<file path="src/rtl/operand_mux_pipe_if.sv">
// Purpose: handshake bundle between operand sources and the ALU-side operand register.
// Latency: none (signal bundle only).
// Backpressure: carries out_ready back to the mux and per-channel in_ready to the sources.
//
// Ports (as seen by the mux, modport slave):
//   in_data   in   NUM_IN*WIDTH  packed signed sources, channel i = in_data[i*WIDTH +: WIDTH]
//   in_valid  in   NUM_IN        per-channel source valid
//   in_ready  out  NUM_IN        per-channel accept, at most one bit high
//   sel       in   SEL_W         explicit source index
//   rr_mode   in   1             round-robin request (only honoured with MUX_RR_ARB_EN)
//   out_data  out  WIDTH         registered operand
//   out_valid out  1             out_data holds an unconsumed operand
//   out_ready in   1             consumer takes out_data this cycle
//   out_src   out  SEL_W         channel that produced out_data
//   sel_err   out  1             previous cycle used an out-of-range explicit sel
interface operand_mux_pipe_if #(
    parameter int WIDTH  = 32,
    parameter int NUM_IN = 4
);
    localparam int SEL_W = $clog2(NUM_IN);

    logic [NUM_IN*WIDTH-1:0] in_data;
    logic [NUM_IN-1:0]       in_valid;
    logic [NUM_IN-1:0]       in_ready;
    logic [SEL_W-1:0]        sel;
    logic                    rr_mode;
    logic signed [WIDTH-1:0] out_data;
    logic                    out_valid;
    logic                    out_ready;
    logic [SEL_W-1:0]        out_src;
    logic                    sel_err;

    // Source/consumer side: drives the sources, the select and the consumer ready.
    modport master (
        output in_data,
        output in_valid,
        output sel,
        output rr_mode,
        output out_ready,
        input  in_ready,
        input  out_data,
        input  out_valid,
        input  out_src,
        input  sel_err
    );

    // Mux side.
    modport slave (
        input  in_data,
        input  in_valid,
        input  sel,
        input  rr_mode,
        input  out_ready,
        output in_ready,
        output out_data,
        output out_valid,
        output out_src,
        output sel_err
    );
endinterface

</file>
<file path="src/rtl/operand_mux_pipe.sv">
// Purpose: NUM_IN:1 signed operand mux with a registered output stage (explicit sel or, with MUX_RR_ARB_EN, round-robin grant).
// Latency: 1 clk from accept to out_valid; full throughput of 1 word/clk when out_ready stays high.
// Backpressure: while out_valid & !out_ready the output word is held and every in_ready bit is 0.
//
// Ports:
//   clk    in  clock, rising edge
//   rst_n  in  asynchronous active-low reset
//   bus    operand_mux_pipe_if.slave (sources, select, rr_mode, registered output, sel_err)
// Optional feature macro: MUX_RR_ARB_EN (adds the rr_ptr register and honours bus.rr_mode).
module operand_mux_pipe #(
    parameter int WIDTH  = 32,
    parameter int NUM_IN = 4
) (
    input  logic              clk,
    input  logic              rst_n,
    operand_mux_pipe_if.slave bus
);
    localparam int SEL_W = $clog2(NUM_IN);

    // Output stage registers
    logic signed [WIDTH-1:0] r_out_data;
    logic                    r_out_valid;
    logic [SEL_W-1:0]        r_out_src;
    logic                    r_sel_err;

    // Grant / handshake wires
    logic                    w_space;
    logic                    w_sel_legal;
    logic                    w_rr_act;
    logic [SEL_W-1:0]        w_g;
    logic                    w_g_legal;
    logic [NUM_IN-1:0]       w_in_ready;
    logic                    w_accept;
    logic [WIDTH-1:0]        w_chan;
    logic                    w_sel_err_nxt;

    // The register can take a new word when it is empty or is being drained this cycle.
    assign w_space = !r_out_valid || bus.out_ready;

    // For non-power-of-2 NUM_IN the select field can encode indices with no source behind them.
    assign w_sel_legal = (32'(bus.sel) < NUM_IN);

`ifdef MUX_RR_ARB_EN
    logic [SEL_W-1:0] r_rr_ptr;
    logic [SEL_W-1:0] w_rr_g;
    logic             w_rr_found;

    // Rotating-priority scan: the first valid channel at or after r_rr_ptr wins.
    always_comb begin : p_rr_scan
        int               v_idx;
        logic [SEL_W-1:0] v_sel;
        w_rr_found = 1'b0;
        w_rr_g     = '0;
        v_idx      = 0;
        v_sel      = '0;
        for (int k = 0; k < NUM_IN; k++) begin
            v_idx = int'(r_rr_ptr) + k;
            if (v_idx >= NUM_IN) begin
                v_idx = v_idx - NUM_IN;
            end
            v_sel = SEL_W'(v_idx);
            if (!w_rr_found && bus.in_valid[v_sel]) begin
                w_rr_found = 1'b1;
                w_rr_g     = v_sel;
            end
        end
    end

    // Mode switches take effect on the same cycle's grant.
    assign w_rr_act  = bus.rr_mode;
    assign w_g       = w_rr_act ? w_rr_g : bus.sel;
    assign w_g_legal = w_rr_act ? w_rr_found : w_sel_legal;

    // The pointer only advances on round-robin accepts, so explicit-mode traffic
    // leaves the fairness position where round-robin left it.
    always_ff @(posedge clk or negedge rst_n) begin
        if (!rst_n) begin
            r_rr_ptr <= '0;
        end else if (w_accept && w_rr_act) begin
            if (32'(w_g) == NUM_IN - 1) begin
                r_rr_ptr <= '0;
            end else begin
                r_rr_ptr <= w_g + SEL_W'(1);
            end
        end
    end
`else
    // Without the arbiter the mode input has no effect.
    logic w_unused;
    assign w_unused  = bus.rr_mode;
    assign w_rr_act  = 1'b0;
    assign w_g       = bus.sel;
    assign w_g_legal = w_sel_legal;
`endif

    // One-hot ready towards the granted channel only; nothing when the grant is illegal.
    always_comb begin
        w_in_ready = '0;
        for (int i = 0; i < NUM_IN; i++) begin
            if (w_g_legal && w_space && (32'(w_g) == i)) begin
                w_in_ready[i] = 1'b1;
            end
        end
    end

    assign w_accept = |(w_in_ready & bus.in_valid);

    // Data select written as a compare loop so an out-of-range index never slices past in_data.
    always_comb begin
        w_chan = '0;
        for (int i = 0; i < NUM_IN; i++) begin
            if (32'(w_g) == i) begin
                w_chan = bus.in_data[i*WIDTH +: WIDTH];
            end
        end
    end

    // Flag reflects only the most recent cycle; round-robin mode never flags.
    assign w_sel_err_nxt = !w_rr_act && !w_sel_legal;

    always_ff @(posedge clk or negedge rst_n) begin
        if (!rst_n) begin
            r_out_data  <= '0;
            r_out_valid <= 1'b0;
            r_out_src   <= '0;
            r_sel_err   <= 1'b0;
        end else begin
            if (w_accept) begin
                // A concurrent out_ready consumes the old word on this same edge.
                r_out_data  <= w_chan;
                r_out_src   <= w_g;
                r_out_valid <= 1'b1;
            end else if (bus.out_ready) begin
                r_out_valid <= 1'b0;
            end
            r_sel_err <= w_sel_err_nxt;
        end
    end

    assign bus.in_ready  = w_in_ready;
    assign bus.out_data  = r_out_data;
    assign bus.out_valid = r_out_valid;
    assign bus.out_src   = r_out_src;
    assign bus.sel_err   = r_sel_err;
endmodule

</file>
<file path="src/flat_wrapper.sv">
// flat-port wrapper written by rule: the top's interface ports become plain ports
module operand_mux_pipe_flat 
#(
    parameter int WIDTH  = 32,
    parameter int NUM_IN = 4
)
  (clk, rst_n, bus_in_data, bus_in_valid, bus_sel, bus_rr_mode, bus_out_ready, bus_in_ready, bus_out_data, bus_out_valid, bus_out_src, bus_sel_err);
  operand_mux_pipe_if #(.WIDTH(WIDTH), .NUM_IN(NUM_IN)) bus_i ();
  input  logic clk;
  input  logic rst_n;
  input wire logic [$bits(bus_i.in_data)-1:0] bus_in_data;
  input wire logic [$bits(bus_i.in_valid)-1:0] bus_in_valid;
  input wire logic [$bits(bus_i.sel)-1:0] bus_sel;
  input wire logic [$bits(bus_i.rr_mode)-1:0] bus_rr_mode;
  input wire logic [$bits(bus_i.out_ready)-1:0] bus_out_ready;
  output wire logic [$bits(bus_i.in_ready)-1:0] bus_in_ready;
  output wire logic [$bits(bus_i.out_data)-1:0] bus_out_data;
  output wire logic [$bits(bus_i.out_valid)-1:0] bus_out_valid;
  output wire logic [$bits(bus_i.out_src)-1:0] bus_out_src;
  output wire logic [$bits(bus_i.sel_err)-1:0] bus_sel_err;
  assign bus_i.in_data = bus_in_data;
  assign bus_i.in_valid = bus_in_valid;
  assign bus_i.sel = bus_sel;
  assign bus_i.rr_mode = bus_rr_mode;
  assign bus_i.out_ready = bus_out_ready;
  assign bus_in_ready = bus_i.in_ready;
  assign bus_out_data = bus_i.out_data;
  assign bus_out_valid = bus_i.out_valid;
  assign bus_out_src = bus_i.out_src;
  assign bus_sel_err = bus_i.sel_err;
  operand_mux_pipe #(.WIDTH(WIDTH), .NUM_IN(NUM_IN)) u_core (.clk(clk), .rst_n(rst_n), .bus(bus_i));
endmodule
</file>
<file path="config.mk">
export PLATFORM = sky130hd
export DESIGN_NAME = operand_mux_pipe_flat
export DESIGN_NICKNAME = d
export VERILOG_FILES = /design/src/rtl/operand_mux_pipe_if.sv /design/src/rtl/operand_mux_pipe.sv /design/src/flat_wrapper.sv
export SDC_FILE = /design/constraint.sdc
export NUM_CORES = 1
export LEC_CHECK = 0
export CORE_ASPECT_RATIO = 0.7
export CORE_MARGIN = 2
export CORE_UTILIZATION = 46
export CTS_CLUSTER_SIZE = 12
export DETAILED_ROUTE_END_ITERATION = 16
export DONT_BUFFER_PORTS = 1
export GPL_TIMING_DRIVEN = 0
export HOLD_SLACK_MARGIN = 0.12
export PLACE_DENSITY_LB_ADDON = 0.25
export RECOVER_POWER = 25
export SLEW_MARGIN = 0
export SYNTH_ARGS = -nofsm -noshare
export SYNTH_HDL_FRONTEND = slang
export SYNTH_SLANG_ARGS = --single-unit
</file>
<file path="constraint.sdc">
create_clock -name clk -period 1.4 [get_ports clk]
set_input_delay 0.21 -clock clk [delete_from_list [all_inputs] [get_ports clk]]
set_output_delay 0.21 -clock clk [all_outputs]
set_load 0.01 [all_outputs]
</file>
==> impl_metrics.env, run 1 <==
export IMPL_status="complete, but fails checks"
export IMPL_violations="negative setup slack"
export IMPL_critPathRequiredTime_ns=1.57
export IMPL_rr_startpoint="u_core.bus.out_valid"
export IMPL_synthMuxAreaShare_pct=51.0
export IMPL_slew_violations=0
export IMPL_synthMostInstantiatedCell="dfrtp_1"
export IMPL_syn_area_um2=2190
export IMPL_numPortBuffers=0
export IMPL_timing_slew_headroom_pct=39.3
export IMPL_synth_simple_area_share_pct=2.63
export IMPL_routed_via_density=6.77
export IMPL_r2r_end="u_core.bus.out_data[28]"
export IMPL_htree_levels=2
export IMPL_drv_cap=0
export IMPL_cts_sinks=35
export IMPL_rr_worst_depth=6
export IMPL_cts_root_buffer="clkbuf_8"
export IMPL_grt_max_degree=36
export IMPL_worstSetupPathType="flip-flop to flip-flop"
export IMPL_die_w_um=86.5
export IMPL_p_int_mw=2.28
export IMPL_synth_top_area_cell="dfrtp_1"
export IMPL_die_y_um=61.7
export IMPL_nets=283
export IMPL_diodes=0
export IMPL_min_delay_path_class="input port to flip-flop"
export IMPL_max_freq_mhz=605
export IMPL_p_per_area_nw_per_um2=1250
export IMPL_yosysWarningCount=0
export IMPL_numCtsBuffers=5
export IMPL_combPwrFrac_pct=28.0
export IMPL_syn_inst=128
export IMPL_skew_ns=0.00734
export IMPL_p_sw_share_pct=30.2
export IMPL_synth_edf_count=0
export IMPL_ir_drop_v=0.000581
export IMPL_worstSetupEndpointType="flip-flop"
export IMPL_antenna_found_initial=0
export IMPL_final_instance_count_excl_fill=200
export IMPL_vias=1353
export IMPL_power_leakage_nw=1.12
export IMPL_clk_pin_slew_ns=0.07
export IMPL_final_util_pct=58.5
export IMPL_die_area_um2=5340
export IMPL_synthXorXnorAreaFrac_pct=0
export IMPL_rsz0062_at_grt="true"
export IMPL_synthDistinctLibCells=23
export IMPL_grt_pass1_wl_um=8250
export IMPL_core_area_um2=4450
export IMPL_dp_hpwl_um=4470
export IMPL_async_flop_share_pct=100
export IMPL_finalWorstSetupSlack_ns=-0.253
export IMPL_p_seq_share_pct=49.5
export IMPL_initial_core_util_pct=49.2
export IMPL_synthTopCellsByCount="dfrtp_1, mux4_2, mux2_2, buf_6, mux2_1"
export IMPL_dp_cells=183
export IMPL_wl_met3_um=585
export IMPL_drcViolationCount=0
export IMPL_insertion_delay_ns=0.29
export IMPL_setup_tns_ns=-7.88
export IMPL_critPathArrivalTime_ns=1.82
export IMPL_ant_nets=0
export IMPL_wl_per_cell_um=30.2
export IMPL_area_growth_pct=19.1
export IMPL_synth_compound_area_share_pct=1.20
export IMPL_wl_met1_um=2020
export IMPL_met2WireLength_um=3340
export IMPL_endpoint="u_core.bus.out_data[28]"
export IMPL_cp_startpoint="u_core.bus.out_valid"
export IMPL_ios=178
export IMPL_setup_viol=37
export IMPL_fin_crit_ns=1.65
export IMPL_globalplace_congestion=0.773
export IMPL_tightest_slew_ns=0.911
export IMPL_firstDrtPassIters=4
export IMPL_grt_ovfl_total=0
export IMPL_drive_gt1_share_pct=68.3
export IMPL_top_layer="met4"
export IMPL_cts_max_path_buffers=2
export IMPL_routed_wl_um=6050
export IMPL_cts_tree="yes"
export IMPL_grt_pass1_vias=1564
export IMPL_synthTopCellsByArea="dfrtp_1, mux4_2, mux2_2"
export IMPL_syn_area_per_cell_um2=17.1
export IMPL_period_share_pct=118
export IMPL_p_clk_share_pct=22.5
export IMPL_drt_iter0_drc=40
export IMPL_synth_top_family_by_area="multiplexers"
export IMPL_synth_fa_ha_area_share_pct=0
export IMPL_ys_seq_area_share_pct=40.0
export IMPL_yosysTopAreaCellShare_pct=40.0
export IMPL_synth_fp_nets=266
export IMPL_r2r_slack_ns=-0.25
export IMPL_rows=20
export IMPL_cp_start_kind="flip-flop"
export IMPL_power_switching_uw=986
export IMPL_cp_max_fo=7
export IMPL_synthFlopType="dfrtp_1"
export IMPL_synth_seq_cells=35
export IMPL_grt_usage_pct=21.5
export IMPL_hold_viol=0
## worst min-delay path by stage
stage                                  end  cells after the start  slack, ns        from
floorplan           u_core.bus.out_data[0]                      0      -0.09       rst_n
global placement     u_core.bus.out_src[1]                      0      -0.08       rst_n
detailed placement   u_core.bus.out_src[1]                      0      -0.09       rst_n
CTS                  u_core.bus.out_src[1]                      2       0.15  bus_sel[1]
global route         u_core.bus.out_src[1]                      2       0.18  bus_sel[1]
finish               u_core.bus.out_src[1]                      2       0.15  bus_sel[1]
## per-layer routing
metal | up-vias | global-route usage (%)
met4 | 0 | 9.15
met1 | 703 | 21.7
met3 | 9 | 7.27
met5 | - | 0
li1 | 546 | -
met2 | 95 | 41.8
## repair_timing
item	4_1_cts	5_1_grt
buffers inserted	4	1
hold buffers	2	0
endpoints found under the setup margin	36	38
resized for setup	26	17
gates cloned	2	1
pin swaps	0	2
hold endpoints to repair	35	0
## cell type report
type | instances | area (um2)
sequential | 35 | 876
buffer | 12 | 110
inverter | 1 | 3.75
clock inverter | 1 | 5.00
timing repair buffer | 10 | 115
fill | 366 | 1850
multi-input combinational | 80 | 1350
tap | 55 | 68.8
clock buffer | 6 | 82.6
## registers in the layout (all words and copies together), names as in the netlist
name                  cells
u_core.bus.out_data      32
u_core.bus.out_src        2
u_core.bus.out_valid      1
## cell families after synthesis
| family | count (synthesis) |
|---|---|
| buf+inv | 13 |
| flops | 35 |
| simple gates | 10 |
| other cells | 1 |
| compound gates | 2 |
| mux | 67 |
## power groups by stage
| stage | Combinational [mW] | Clock, mW | Sequential (mW) |
|---|---|---|---|
| after floorplan | 0.561 | 0 | 1.55 |
| after global placement | 0.608 | 0 | 1.62 |
| after detailed placement | 0.639 | 0 | 1.62 |
| after CTS | 0.815 | 0.749 | 1.61 |
| after global routing | 0.972 | 0.794 | 1.65 |
| final | 0.914 | 0.736 | 1.62 |
## critical path, cell delays in order (launching register included)
cell	delay [ns]
dfrtp_1	0.44
nor2b_4	0.22
nor3_4	0.07
a31oi_4	0.18
buf_8	0.17
clkbuf_16	0.16
mux2_4	0.30
## cells in the final DEF (no fill, tap or decap), types with 2 or more instances in the layout
cell type  synthesis  final
dfrtp_1           35     35
mux4_2            32     32
mux2_4             1     29
buf_6              7      8
clkbuf_8           0      6
mux2_2            29      5
buf_2              3      4
buf_4              1      4
buf_8              0      3
nor3_4             0      2
nand2_1            2      2
## metrics by stage
step / setup WS (ns) / hold WS, ns / area [um2] / power, mW
after floorplan: -0.109 / -0.0856 / 2200 / 2.11
after global placement: -0.244 / -0.0850 / 2270 / 2.23
after detailed placement: -0.255 / -0.0851 / 2270 / 2.26
after CTS: -0.187 / 0.152 / 2530 / 3.17
after global routing: -0.308 / 0.179 / 2610 / 3.42
final: -0.253 / 0.150 / 2610 / 3.27
(Power assumes the default switching activity.)
==> inputs of run 2 (changes only) <==
CORE_ASPECT_RATIO = 0.8   (was 0.7)
RECOVER_POWER = unset   (was 25)
SETUP_SLACK_MARGIN = 0.1   (was unset)
==> impl_metrics.env, run 2 (synthesis gave the netlist of run 1 again) <==
export IMPL_status="complete, but fails checks"
export IMPL_violations="negative setup slack"
export IMPL_grt_usage_pct=20.0
export IMPL_crit_family="flip-flops"
export IMPL_cts_tree="yes"
export IMPL_slew_violations=0
export IMPL_setup_viol=35
export IMPL_fillerInstances=354
export IMPL_ir_drop_v=0.000762
export IMPL_drcViolationCount=0
export IMPL_clk_pin_slew_ns=0.07
export IMPL_mostFrequentLayoutCell="dfrtp_1"
export IMPL_globalplace_congestion=0.730
export IMPL_grt_max_degree=36
export IMPL_worst_path_stages=5
export IMPL_grt_pass1_vias=1455
export IMPL_rr_worst_depth=5
export IMPL_hold_viol=0
export IMPL_cp_max_fo=10
export IMPL_cts_max_path_buffers=2
export IMPL_routed_via_density=6.50
export IMPL_insertion_delay_ns=0.28
export IMPL_antenna_found_initial=0
export IMPL_worstSetupEndpointType="flip-flop"
export IMPL_fin_crit_ns=1.58
export IMPL_cp_start_kind="flip-flop"
export IMPL_skew_ns=0.00551
export IMPL_die_w_um=81.1
export IMPL_critPathArrivalTime_ns=1.75
export IMPL_setup_tns_ns=-5.50
export IMPL_slowest_stage="dfrtp_2"
export IMPL_largest_register_ffs=32
export IMPL_rows=22
export IMPL_ant_nets=0
export IMPL_layout_common_cells="dfrtp_1, mux4_2, mux2_2"
export IMPL_min_delay_path_class="input port to flip-flop"
export IMPL_ios=178
export IMPL_grt_ovfl_total=0
export IMPL_vias=1306
export IMPL_cts_sinks=35
export IMPL_cp_num_buf_inv=1
export IMPL_power_leakage_nw=0.999
export IMPL_drt_iter0_drc=35
export IMPL_numCtsBuffers=5
export IMPL_cp_cell_sequence="nor2b_4, nor3_2, a31oi_4, buf_6, mux2_2"
export IMPL_finalWorstSetupSlack_ns=-0.185
export IMPL_htree_levels=2
export IMPL_diodes=0
export IMPL_numPortBuffers=0
export IMPL_p_per_area_nw_per_um2=1250
export IMPL_die_y_um=65.7
export IMPL_initial_core_util_pct=47.6
export IMPL_drv_cap=0
export IMPL_place_area_um2=2270
export IMPL_power_mw=3.14
export IMPL_dp_cells=188
export IMPL_fin_area_um2=2510
export IMPL_final_instance_count_excl_fill=201
export IMPL_worstHoldPathCells=2
export IMPL_die_area_um2=5330
export IMPL_period_share_pct=113
export IMPL_nets=278
export IMPL_area_growth_pct=14.8
export IMPL_drive_gt1_share_pct=67.4
export IMPL_worstSetupPathType="flip-flop to flip-flop"
export IMPL_core_area_um2=4600
export IMPL_routed_wl_um=5320
export IMPL_cts_root_buffer="clkbuf_8"
export IMPL_dp_hpwl_um=4220
export IMPL_critPathRequiredTime_ns=1.57
export IMPL_wl_per_cell_um=26.5
export IMPL_cpPeakStageDelay_ns=0.44
export IMPL_max_freq_mhz=631
export IMPL_firstDrtPassIters=4
export IMPL_grt_pass1_wl_um=7470
export IMPL_rsz0062_at_grt="true"
run 2: cell types whose count changed in the layout (fill, tap and decap cells not counted), sizes merged:
cell,delta
buf,-4
clkbuf,+1
clkinv,-1
run 2: path summary, 6_finish.rpt:
path | from | endpoint | slack [ns]
max in group asynchronous | rst_n | u_core.bus.out_valid | 0.83
max | u_core.bus.out_valid | u_core.bus.out_data[8] | -0.18
min | bus_out_ready | u_core.bus.out_valid | 0.15
max reg2reg | u_core.bus.out_valid | u_core.bus.out_data[8] | -0.18
min reg2reg | u_core.bus.out_data[0] | u_core.bus.out_data[0] | 0.58
min in group asynchronous | rst_n | u_core.bus.out_data[9] | 0.37
run 2: metal layers:
metal | up-vias | wire length, um | track usage (%)
met2 | 99 | 2910 | 37.4
li1 | 544 | - | -
met3 | 7 | 626 | 6.73
met4 | 0 | 72 | 8.05
met5 | - | 0 | 0
met1 | 656 | 1720 | 20.1
run 2: area by class of cell:
class	count	area [um2]	area share, %
well taps	60	75.1	2.99
clock buffers	8	100	3.98
flip-flops and latches	35	877	34.9
inverters	1	3.75	0.149
multi-input cells	80	1290	51.3
plain buffers	12	109	4.33
repair buffers	5	60.1	2.39
run 2: power by group:
| part | total (mW) | switching [mW] | internal, mW | leakage (nW) |
|---|---|---|---|---|
| Sequential | 1.61 | 0.330 | 1.28 | 0.408 |
| Combinational | 0.742 | 0.262 | 0.481 | 0.539 |
| Clock | 0.787 | 0.338 | 0.449 | 0.0515 |
run 2: repair_timing:
item / 4_1_cts / 5_1_grt
endpoints found under the setup margin: 38 / 38
hold endpoints to repair: 35 / 0
resized for setup: 15 / 7
buffers inserted: 2 / 2
pin swaps: 0 / 1
hold buffers: 2 / 0
run 2: stage by stage:
stage | util [%] | hold WS [ns] | setup slack [ns]
6_report | 54.7 | 0.153 | -0.185
5_1_grt | 54.7 | 0.142 | -0.257
4_1_cts | 53.9 | 0.130 | -0.181
3_5_place_dp | 49.4 | -0.0846 | -0.270
3_3_place_gp | 49.4 | -0.0848 | -0.244
2_1_floorplan | - | -0.0856 | -0.109
==> inputs of run 3 (changes only) <==
SKIP_LAST_GASP = 1   (was unset)
==> impl_metrics.env, run 3 (synthesis gave the netlist of run 1 again) <==
export IMPL_routed_wl_um=5290
export IMPL_worstHoldPathCells=2
export IMPL_htree_levels=2
export IMPL_vias=1295
export IMPL_period_share_pct=113
export IMPL_max_freq_mhz=633
export IMPL_drive_gt1_share_pct=66.7
export IMPL_grt_ovfl_total=0
export IMPL_globalplace_congestion=0.730
export IMPL_grtUsageMet1_pct=19.6
export IMPL_grt_busiest_layer="met2"
export IMPL_use_met2_pct=37.2
export IMPL_core_area_um2=4600
export IMPL_grt_pass1_wl_um=7400
export IMPL_r2r_slack_ns=-0.18
export IMPL_cts_max_path_buffers=2
export IMPL_drv_cap=0
export IMPL_area_growth_pct=12.7
export IMPL_p_per_area_nw_per_um2=1250
export IMPL_cp_start_kind="flip-flop"
export IMPL_power_mw=3.09
export IMPL_critPathRequiredTime_ns=1.56
export IMPL_final_instance_count_excl_fill=201
export IMPL_die_y_um=65.7
export IMPL_place_area_um2=2270
export IMPL_critPathArrivalTime_ns=1.74
export IMPL_ios=178
export IMPL_grt_usage_pct=19.7
export IMPL_antenna_found_initial=0
export IMPL_ir_drop_v=0.000754
export IMPL_largest_register_ffs=32
export IMPL_cp_max_fo=10
export IMPL_ant_nets=0
export IMPL_cts_root_buffer="clkbuf_8"
export IMPL_worstSetupEndpointType="flip-flop"
export IMPL_die_area_um2=5330
export IMPL_cts_tree="yes"
export IMPL_rows=22
export IMPL_fin_crit_ns=1.58
export IMPL_violations="negative setup slack"
export IMPL_worstSetupPathType="flip-flop to flip-flop"
export IMPL_setup_tns_ns=-5.40
export IMPL_grt_max_degree=36
export IMPL_drcViolationCount=0
export IMPL_diodes=0
export IMPL_min_delay_path_class="input port to flip-flop"
export IMPL_fillerInstances=366
export IMPL_finalWorstSetupSlack_ns=-0.180
export IMPL_nets=278
export IMPL_numCtsBuffers=5
export IMPL_initial_core_util_pct=47.6
export IMPL_layout_common_cells="dfrtp_1, mux4_2, mux2_2"
export IMPL_firstDrtPassIters=4
export IMPL_die_w_um=81.1
export IMPL_grt_pass1_vias=1464
export IMPL_setup_viol=35
export IMPL_routed_via_density=6.44
export IMPL_numPortBuffers=0
export IMPL_wl_per_cell_um=26.3
export IMPL_dp_cells=188
export IMPL_insertion_delay_ns=0.28
export IMPL_slew_violations=0
export IMPL_cts_sinks=35
export IMPL_skew_ns=0.00556
export IMPL_clk_pin_slew_ns=0.07
export IMPL_status="complete, but fails checks"
export IMPL_met3_usage_pct=6.73
export IMPL_fin_area_um2=2470
export IMPL_power_leakage_nw=0.960
export IMPL_rsz0062_at_grt="true"
export IMPL_dp_hpwl_um=4220
export IMPL_rr_worst_depth=5
export IMPL_drt_iter0_drc=47
export IMPL_hold_viol=0
export IMPL_mostFrequentLayoutCell="dfrtp_1"
run 3: cell count changes in the layout (fill, tap and decap cells not counted), sizes merged:
cell | previous run | this run
buf | 15 | 16
clkbuf | 9 | 8
run 3: area by class of cell:
cell class              instances  area (um2)  share of cell area (%)
multi-input cells              80        1250                    50.6
flip-flops and latches         35         877                    35.5
plain buffers                  12         106                    4.31
clock buffers                   8         100                    4.05
well taps                      60        75.1                    3.04
repair buffers                  5        56.3                    2.28
inverters                       1        3.75                   0.152
run 3: critical path, stage by stage, from the launching register on:
cell	delay [ns]
dfrtp_2	0.43
nor2b_4	0.19
nor3_2	0.07
a31oi_4	0.23
buf_6	0.19
mux2_2	0.35
run 3: path summary, 6_finish.rpt:
| kind | start | to |
|---|---|---|
| setup / recovery | u_core.bus.out_valid | u_core.bus.out_data[25] |
| max in group asynchronous | rst_n | u_core.bus.out_valid |
| setup reg to reg | u_core.bus.out_valid | u_core.bus.out_data[25] |
| hold / removal | bus_out_ready | u_core.bus.out_valid |
| hold reg to reg | u_core.bus.out_data[0] | u_core.bus.out_data[0] |
| min in group asynchronous | rst_n | u_core.bus.out_data[9] |
run 3: through the flow:
| step | utilization [%] | setup slack, ns | hold slack [ns] |
|---|---|---|---|
| floorplan | - | -0.109 | -0.0856 |
| global placement | 49.4 | -0.244 | -0.0848 |
| detailed placement | 49.4 | -0.270 | -0.0846 |
| CTS | 53.4 | -0.182 | 0.130 |
| global route | 53.7 | -0.256 | 0.133 |
| finish | 53.7 | -0.180 | 0.143 |
run 3: repair_timing:
action                     in CTS  in global routing
hold buffers                    2                  0
setup buffers                   2                  2
setup endpoints to repair      38                 38
pin swaps                       0                  1
hold endpoints to repair       35                  0
gates resized for setup         9                  1
run 3: power by group:
part / switching, mW / total [mW] / internal (mW) / leakage, nW
clock network: 0.339 / 0.787 / 0.449 / 0.0515
registers: 0.326 / 1.61 / 1.28 / 0.408
logic: 0.249 / 0.692 / 0.444 / 0.501
run 3: routing by layer:
metal,vias to the layer above,part of all wire [%]
met5,-,0
met4,0,1.2
met3,5,12
met2,96,55
met1,655,32
li1,539,-
